## config.mk

```make
export PLATFORM = sky130hd
export DESIGN_NAME = sequence_generator
export DESIGN_NICKNAME = d
export VERILOG_FILES = /design/src/rtl/sequence_generator_pkg.sv /design/src/rtl/sequence_generator_bit_index_counter.sv /design/src/rtl/sequence_generator.sv
export SDC_FILE = /design/constraint.sdc
export NUM_CORES = 1
export LEC_CHECK = 0
export ABC_CLOCK_PERIOD_IN_PS = 1900
export CAP_MARGIN = 20
export CORE_ASPECT_RATIO = 1.5
export CORE_MARGIN = 10
export CORE_UTILIZATION = 35
export CTS_CLUSTER_DIAMETER = 60
export DETAILED_ROUTE_END_ITERATION = 10
export PLACE_DENSITY = 0.65
export SKIP_LAST_GASP = 1
export SLEW_MARGIN = 20
export SYNTH_ARGS = -nofsm -noshare
export SYNTH_HDL_FRONTEND = slang
export SYNTH_SLANG_ARGS = --single-unit
```

## constraint.sdc

```tcl
create_clock -name clock -period 1.9 [get_ports clock]
set_input_delay 0.38 -clock clock [delete_from_list [all_inputs] [get_ports clock]]
set_output_delay 0.38 -clock clock [all_outputs]
set_load 0.03 [all_outputs]
```

## src/rtl/sequence_generator_pkg.sv

```systemverilog
// ============================================================================
// Module  : sequence_generator_pkg
// Purpose : Shared definitions for the serial pattern transmitter: default
//           widths, FSM state encoding and an index-width helper.
// Revision: 1.0 - initial release
// ============================================================================
`default_nettype none

package sequence_generator_pkg;

    // Default sizing: 8-bit patterns, 4-bit length field (holds 0..8),
    // 4-bit extra-pass count.
    localparam int DEF_WIDTH = 8;
    localparam int DEF_LEN_W = 4;
    localparam int DEF_CNT_W = 4;

    // Two-state transmitter FSM, explicitly 1 bit wide.
    typedef enum logic [0:0] {
        S_IDLE  = 1'b0,
        S_SHIFT = 1'b1
    } state_t;

    // Bits needed to address any bit of a WIDTH-bit pattern (at least 1).
    function automatic int idx_width(input int width);
        return (width > 1) ? $clog2(width) : 1;
    endfunction

endpackage

`default_nettype wire

```

## src/rtl/sequence_generator_bit_index_counter.sv

```systemverilog
// ============================================================================
// Module  : sequence_generator_bit_index_counter
// Purpose : Down-counter over the bit positions of one pass (len-1 .. 0).
//           A load (start of sequence or wrap to a new pass) takes priority
//           over a decrement; tc flags that bit 0 is the current bit.
// Ports   : clock, reset   - clock and synchronous active-high reset
//           load, load_val - reload the index (first bit of a pass)
//           dec            - step to the next lower bit
//           idx            - current bit index
//           tc             - terminal count (idx == 0)
// Revision: 1.0 - initial release
// ============================================================================
`default_nettype none

module sequence_generator_bit_index_counter
    import sequence_generator_pkg::*;
#(
    parameter int IDX_W = idx_width(DEF_WIDTH)
) (
    input  logic             clock,
    input  logic             reset,
    input  logic             load,
    input  logic [IDX_W-1:0] load_val,
    input  logic             dec,
    output logic [IDX_W-1:0] idx,
    output logic             tc
);

    logic [IDX_W-1:0] r_idx;

    always_ff @(posedge clock) begin
        if (reset) begin
            r_idx <= '0;
        end else if (load) begin
            r_idx <= load_val;
        end else if (dec) begin
            r_idx <= r_idx - IDX_W'(1);
        end
    end

    assign idx = r_idx;
    assign tc  = (r_idx == '0);

endmodule

`default_nettype wire

```

## src/rtl/sequence_generator.sv

```systemverilog
// ============================================================================
// Module  : sequence_generator
// Purpose : Serial bit-pattern transmitter. On start it captures a pattern,
//           a (clamped) length and a repeat count, then shifts
//           pattern[len-1:0] out MSB-first, one bit per clock, for
//           repeat_cnt+1 back-to-back passes, followed by a one-cycle done.
// Ports   : clock, reset - clock and synchronous active-high reset
//           start        - request, sampled only while idle
//           pattern      - bits to send (low `length` bits used)
//           length       - bits per pass, clamped to WIDTH
//           repeat_cnt   - number of extra passes
//           x_out        - serial data bit (registered)
//           valid        - x_out carries a pattern bit (registered)
//           busy         - sequence in progress (registered)
//           done         - one-cycle pulse after the last bit (registered)
// Revision: 1.0 - initial release
// ============================================================================
`default_nettype none

module sequence_generator
    import sequence_generator_pkg::*;
#(
    parameter int WIDTH = DEF_WIDTH,
    parameter int LEN_W = DEF_LEN_W,
    parameter int CNT_W = DEF_CNT_W
) (
    input  logic             clock,
    input  logic             reset,
    input  logic             start,
    input  logic [WIDTH-1:0] pattern,
    input  logic [LEN_W-1:0] length,
    input  logic [CNT_W-1:0] repeat_cnt,
    output logic             x_out,
    output logic             valid,
    output logic             busy,
    output logic             done
);

    localparam int               c_IDX_W   = idx_width(WIDTH);
    localparam logic [LEN_W-1:0] c_MAX_LEN = LEN_W'(WIDTH);

    state_t             r_state;
    logic [WIDTH-1:0]   r_pattern;
    logic [c_IDX_W-1:0] r_last_idx;   // len-1 of the captured sequence
    logic [CNT_W-1:0]   r_pass;       // passes still to send after this one

    logic [LEN_W-1:0]   w_len;
    logic [c_IDX_W-1:0] w_first_idx;
    logic               w_start_ok;
    logic [c_IDX_W-1:0] w_idx;
    logic [c_IDX_W-1:0] w_idx_next;
    logic               w_tc;
    logic               w_cnt_load;
    logic [c_IDX_W-1:0] w_cnt_load_val;
    logic               w_cnt_dec;

    // Oversized lengths are clamped so the index never leaves the pattern.
    assign w_len       = (length > c_MAX_LEN) ? c_MAX_LEN : length;
    assign w_first_idx = c_IDX_W'(w_len - LEN_W'(1));
    assign w_start_ok  = start && (w_len != '0);
    assign w_idx_next  = w_idx - c_IDX_W'(1);

    // Counter control: load the top bit on acceptance and on every pass
    // wrap; otherwise count down while shifting.
    always_comb begin
        w_cnt_load     = 1'b0;
        w_cnt_load_val = w_first_idx;
        w_cnt_dec      = 1'b0;
        if (r_state == S_IDLE) begin
            w_cnt_load = w_start_ok;
        end else if (w_tc) begin
            w_cnt_load     = (r_pass != '0);
            w_cnt_load_val = r_last_idx;
        end else begin
            w_cnt_dec = 1'b1;
        end
    end

    sequence_generator_bit_index_counter #(
        .IDX_W (c_IDX_W)
    ) u_bit_index_counter (
        .clock    (clock),
        .reset    (reset),
        .load     (w_cnt_load),
        .load_val (w_cnt_load_val),
        .dec      (w_cnt_dec),
        .idx      (w_idx),
        .tc       (w_tc)
    );

    // FSM with registered outputs. x_out always carries the bit for the
    // cycle following the edge, so the next bit is selected one index ahead.
    always_ff @(posedge clock) begin
        if (reset) begin
            r_state    <= S_IDLE;
            r_pattern  <= '0;
            r_last_idx <= '0;
            r_pass     <= '0;
            x_out      <= 1'b0;
            valid      <= 1'b0;
            busy       <= 1'b0;
            done       <= 1'b0;
        end else begin
            case (r_state)
                S_IDLE: begin
                    x_out <= 1'b0;
                    valid <= 1'b0;
                    busy  <= 1'b0;
                    // A zero-length request completes immediately.
                    done  <= start && !w_start_ok;
                    if (w_start_ok) begin
                        r_state    <= S_SHIFT;
                        r_pattern  <= pattern;
                        r_last_idx <= w_first_idx;
                        r_pass     <= repeat_cnt;
                        x_out      <= pattern[w_first_idx];
                        valid      <= 1'b1;
                        busy       <= 1'b1;
                    end
                end
                S_SHIFT: begin
                    if (!w_tc) begin
                        x_out <= r_pattern[w_idx_next];
                    end else if (r_pass != '0) begin
                        // Wrap into the next pass with no gap cycle.
                        r_pass <= r_pass - CNT_W'(1);
                        x_out  <= r_pattern[r_last_idx];
                    end else begin
                        r_state <= S_IDLE;
                        x_out   <= 1'b0;
                        valid   <= 1'b0;
                        busy    <= 1'b0;
                        done    <= 1'b1;
                    end
                end
                default: begin
                    r_state <= S_IDLE;
                end
            endcase
        end
    end

endmodule

`default_nettype wire

```

==> impl_metrics.yaml <==
run_status:
  outcome: "finished clean"
finish:
  drive_gt1_share_pct: 26.50
  ff_latch_area_um2: 440.4
  nFillCells: 335
  final_core_util_pct: 51.65
  diodes: 0
  multi_input_area_um2: 905.9
  area_growth_pct: 42.99
  stdcell_area_um2: 1902
  nets: 224
sta:
  hold_viol_final: 0
  post-route-min-period_ps: 1838
  finalSetupViolCount: 0
  drv_slew: 0
  fmax_mhz: 544.0
  final.setup.tns_ps: 0
  fin_hold_ws_ps: 460.4
  relSlewSlack_pct: 77.83
  fin_ws_ps: 61.86
  min_period_over_period_pct: 96.74
  finClkSkew_ps: 0.7623
  tightest_slew_ps: 331.5
drt:
  drc: 0
  drt-wirelength-per-cell_um: 15.98
  first_pass_iters: 4
  first_iter_violations: 44
  vias_per_cell: 5.453
  postRouteAntennaNets: 0
  totalWireLength_mm: 3.884
  via_count: 1325
grt:
  grt_pass1_wl_mm: 6.624
  overflow: 0
  grt_antenna_before_repair: 0
  grt_usage_pct: 11.80
  grt_pass1_vias: 1426
  grt_max_degree: 23
min_path:
  min_from: "done"
  hold_depth: 2
  hold_path.class: "reg -> reg"
cts:
  clock-sinks: 22
  clk_path_buf_depth: 2
  cts_made_buffers: 3
  cts_tree: "yes"
  cts.htree.levels: 1
  clk_pin_slew_worst_paths_ps: 80
  root_buffer: "clkbuf_8"
  worstSkewPairLatency_ps: 260
power_and_ir_drop:
  comb_power_share_pct: 37.0
  sw_frac_of_total_pct: 30.54
  switchingPower_uw: 482.0
  power_frac_seq_pct: 35.5
  powerDensity_nw_per_um2: 830.0
  ir_drop_mv: 0.5693
  p_int_mw: 1.096
  clock_power_share_pct: 27.4
  p_leak_nw: 0.7354
die:
  die_h_um: 95.50
  fp-row-count: 27
  start_util_pct: 36.12
  die_area_um2: 6717
  die_w_um: 70.33
  core_um2: 3682
  io_pins: 23
worst_setup_path:
  slowest_stage: "mux2_4"
  cp_data_arrival_time_ps: 1990
  max_stage_delay_ps: 320
  setup.worst_path.start: "length[3]"
  reg2reg_setup_slack_ps: 140
  cp_num_buf_inv: 1
  cp_num_cells: 8
  critPathCaptureType: "flip-flop"
  required_ps: 2050
  path_max_fanout: 4
  r2r_cells: 6
  timing.rr.start: "u_bit_index_counter.idx[0]"
  crit_family: "compound AO/OA/AOI/OAI gates"
  crit_path_start_kind: "input port"
  crit_type: "in -> reg"
  worstPathCellList: "clkdlybuf4s15_1 > nand2b_4 > ha_4 > xor2_4 > mux2_4 > a221oi_2 > o32a_1 > a31oi_1"
logic_synthesis:
  syn_nets: 181
  synth_edf_count: 0
  synth_area_leaders: "dfxtp_1 (33%), mux4_2 (6.8%), nand2_1 (6.2%), a21oi_1 (6.0%), nor2_1 (4.2%)"
  synth_common_cells: "dfxtp_1 (22), nand2_1 (22), a21oi_1 (16)"
  yosysWarningCount: 0
  syn_avg_cell_area_um2: 8.418
  synth_cells: 158
  ys_seq_area_share_pct: 33.11
  synth-main-ff-cell: "dfxtp_1"
  netlist.area_leader.share_pct: 33.11
  yosys.cell_types.count: 36
  synth_seq_cells: 22
  postSynth.asyncResetShare_pct: 0
  synth_area_um2: 1330
  synth_top_area_cell: "dfxtp_1"
place:
  gp_congestion: 0.8914
  dp_hpwl_mm: 3.122
  place_ws_ps: -556.4
  placed_area_um2: 1760
  port_buffers: 22
job:
  max_cap_violations: 0
-- tightest hold or removal path, stage by stage, from the launching register on --
cell	delay [ps]
dfxtp_1	310
inv_1	50
a211oi_1	50
-- power by group through the flow --
stage	Combinational (mW)	Sequential, mW	Clock (mW)
after CTS	0.548	0.558	0.440
after global routing	0.643	0.567	0.459
final	0.585	0.561	0.433
after detailed placement	0.532	0.568	0
after floorplan	0.319	0.566	0
after global placement	0.514	0.562	0
-- timing repair --
action	4_1_cts	5_1_grt
resized for setup	9	7
endpoints found under the setup margin	18	10
hold buffers	0	0
pin swaps	3	3
buffers inserted	0	1
-- flip-flops by register name, indices dropped and copies added, names as in the netlist --
name	flops
r_pattern	8
busy	1
done	1
r_last_idx	3
x_out	1
r_state	1
u_bit_index_counter.idx	3
r_pass	4
-- path summary, 6_finish.rpt --
check | to
worst min register to register | done
worst min-delay path | done
worst max-delay path | x_out
worst max register to register | x_out
-- cells by family after synthesis --
group	after synthesis	share of synthesized area [%]
adder cells (fa/ha/maj)	4	3.763
buffers and inverters	17	5.738
multiplexers	12	13.55
AO/OA/AOI/OAI	44	21.64
XOR/XNOR	1	1.223
flip-flops	22	33.11
AND/OR/NAND/NOR	58	20.98
-- area by class of cell --
class                      count  area share (%)
sequential                    22           23.16
clock inverter                 1           1.579
clock buffer                   3           2.171
timing repair buffer          45           20.66
inverter                      10           1.974
multi-input combinational    119           47.63
tap                           43           2.829
-- metrics by stage --
stage	power (mW)	instances
2_1_floorplan	0.8847	158
5_1_grt	1.669	243
6_report	1.578	243
3_3_place_gp	1.076	238
4_1_cts	1.546	242
3_5_place_dp	1.101	238
-- layer usage --
layer | global-route usage, % | share of wire (%) | vias to the layer above
met5 | 0 | 0 | -
met4 | 3.795 | 0.98 | 0
met3 | 2.287 | 3.2 | 4
met2 | 22.45 | 57 | 21
met1 | 12.64 | 39 | 647
li1 | - | - | 653
-- placed cells by master (no fill, tap or decap), drive strengths merged --
master / instances
buf: 23
dfxtp: 22
nand2: 22
clkdlybuf4s50: 18
a21oi: 16
nor2: 16
inv: 10
o21ai: 8
a211oi: 6
nor3b: 5
mux2: 5
mux4: 4
ha: 4
nor3: 3
mux2i: 3
a31oi: 3
clkbuf: 3
dlygate4sd2: 3
a221oi: 3
nand2b: 3
nand3b: 2
o32a: 2
o22ai: 2
a22oi: 2
or2: 1
or4: 1
xor2: 1
nor2b: 1
and2b: 1
or3: 1
and3: 1
a22o: 1
a2111oi: 1
nand3: 1
bufinv: 1
clkdlybuf4s15: 1
(Power assumes the default switching activity.)
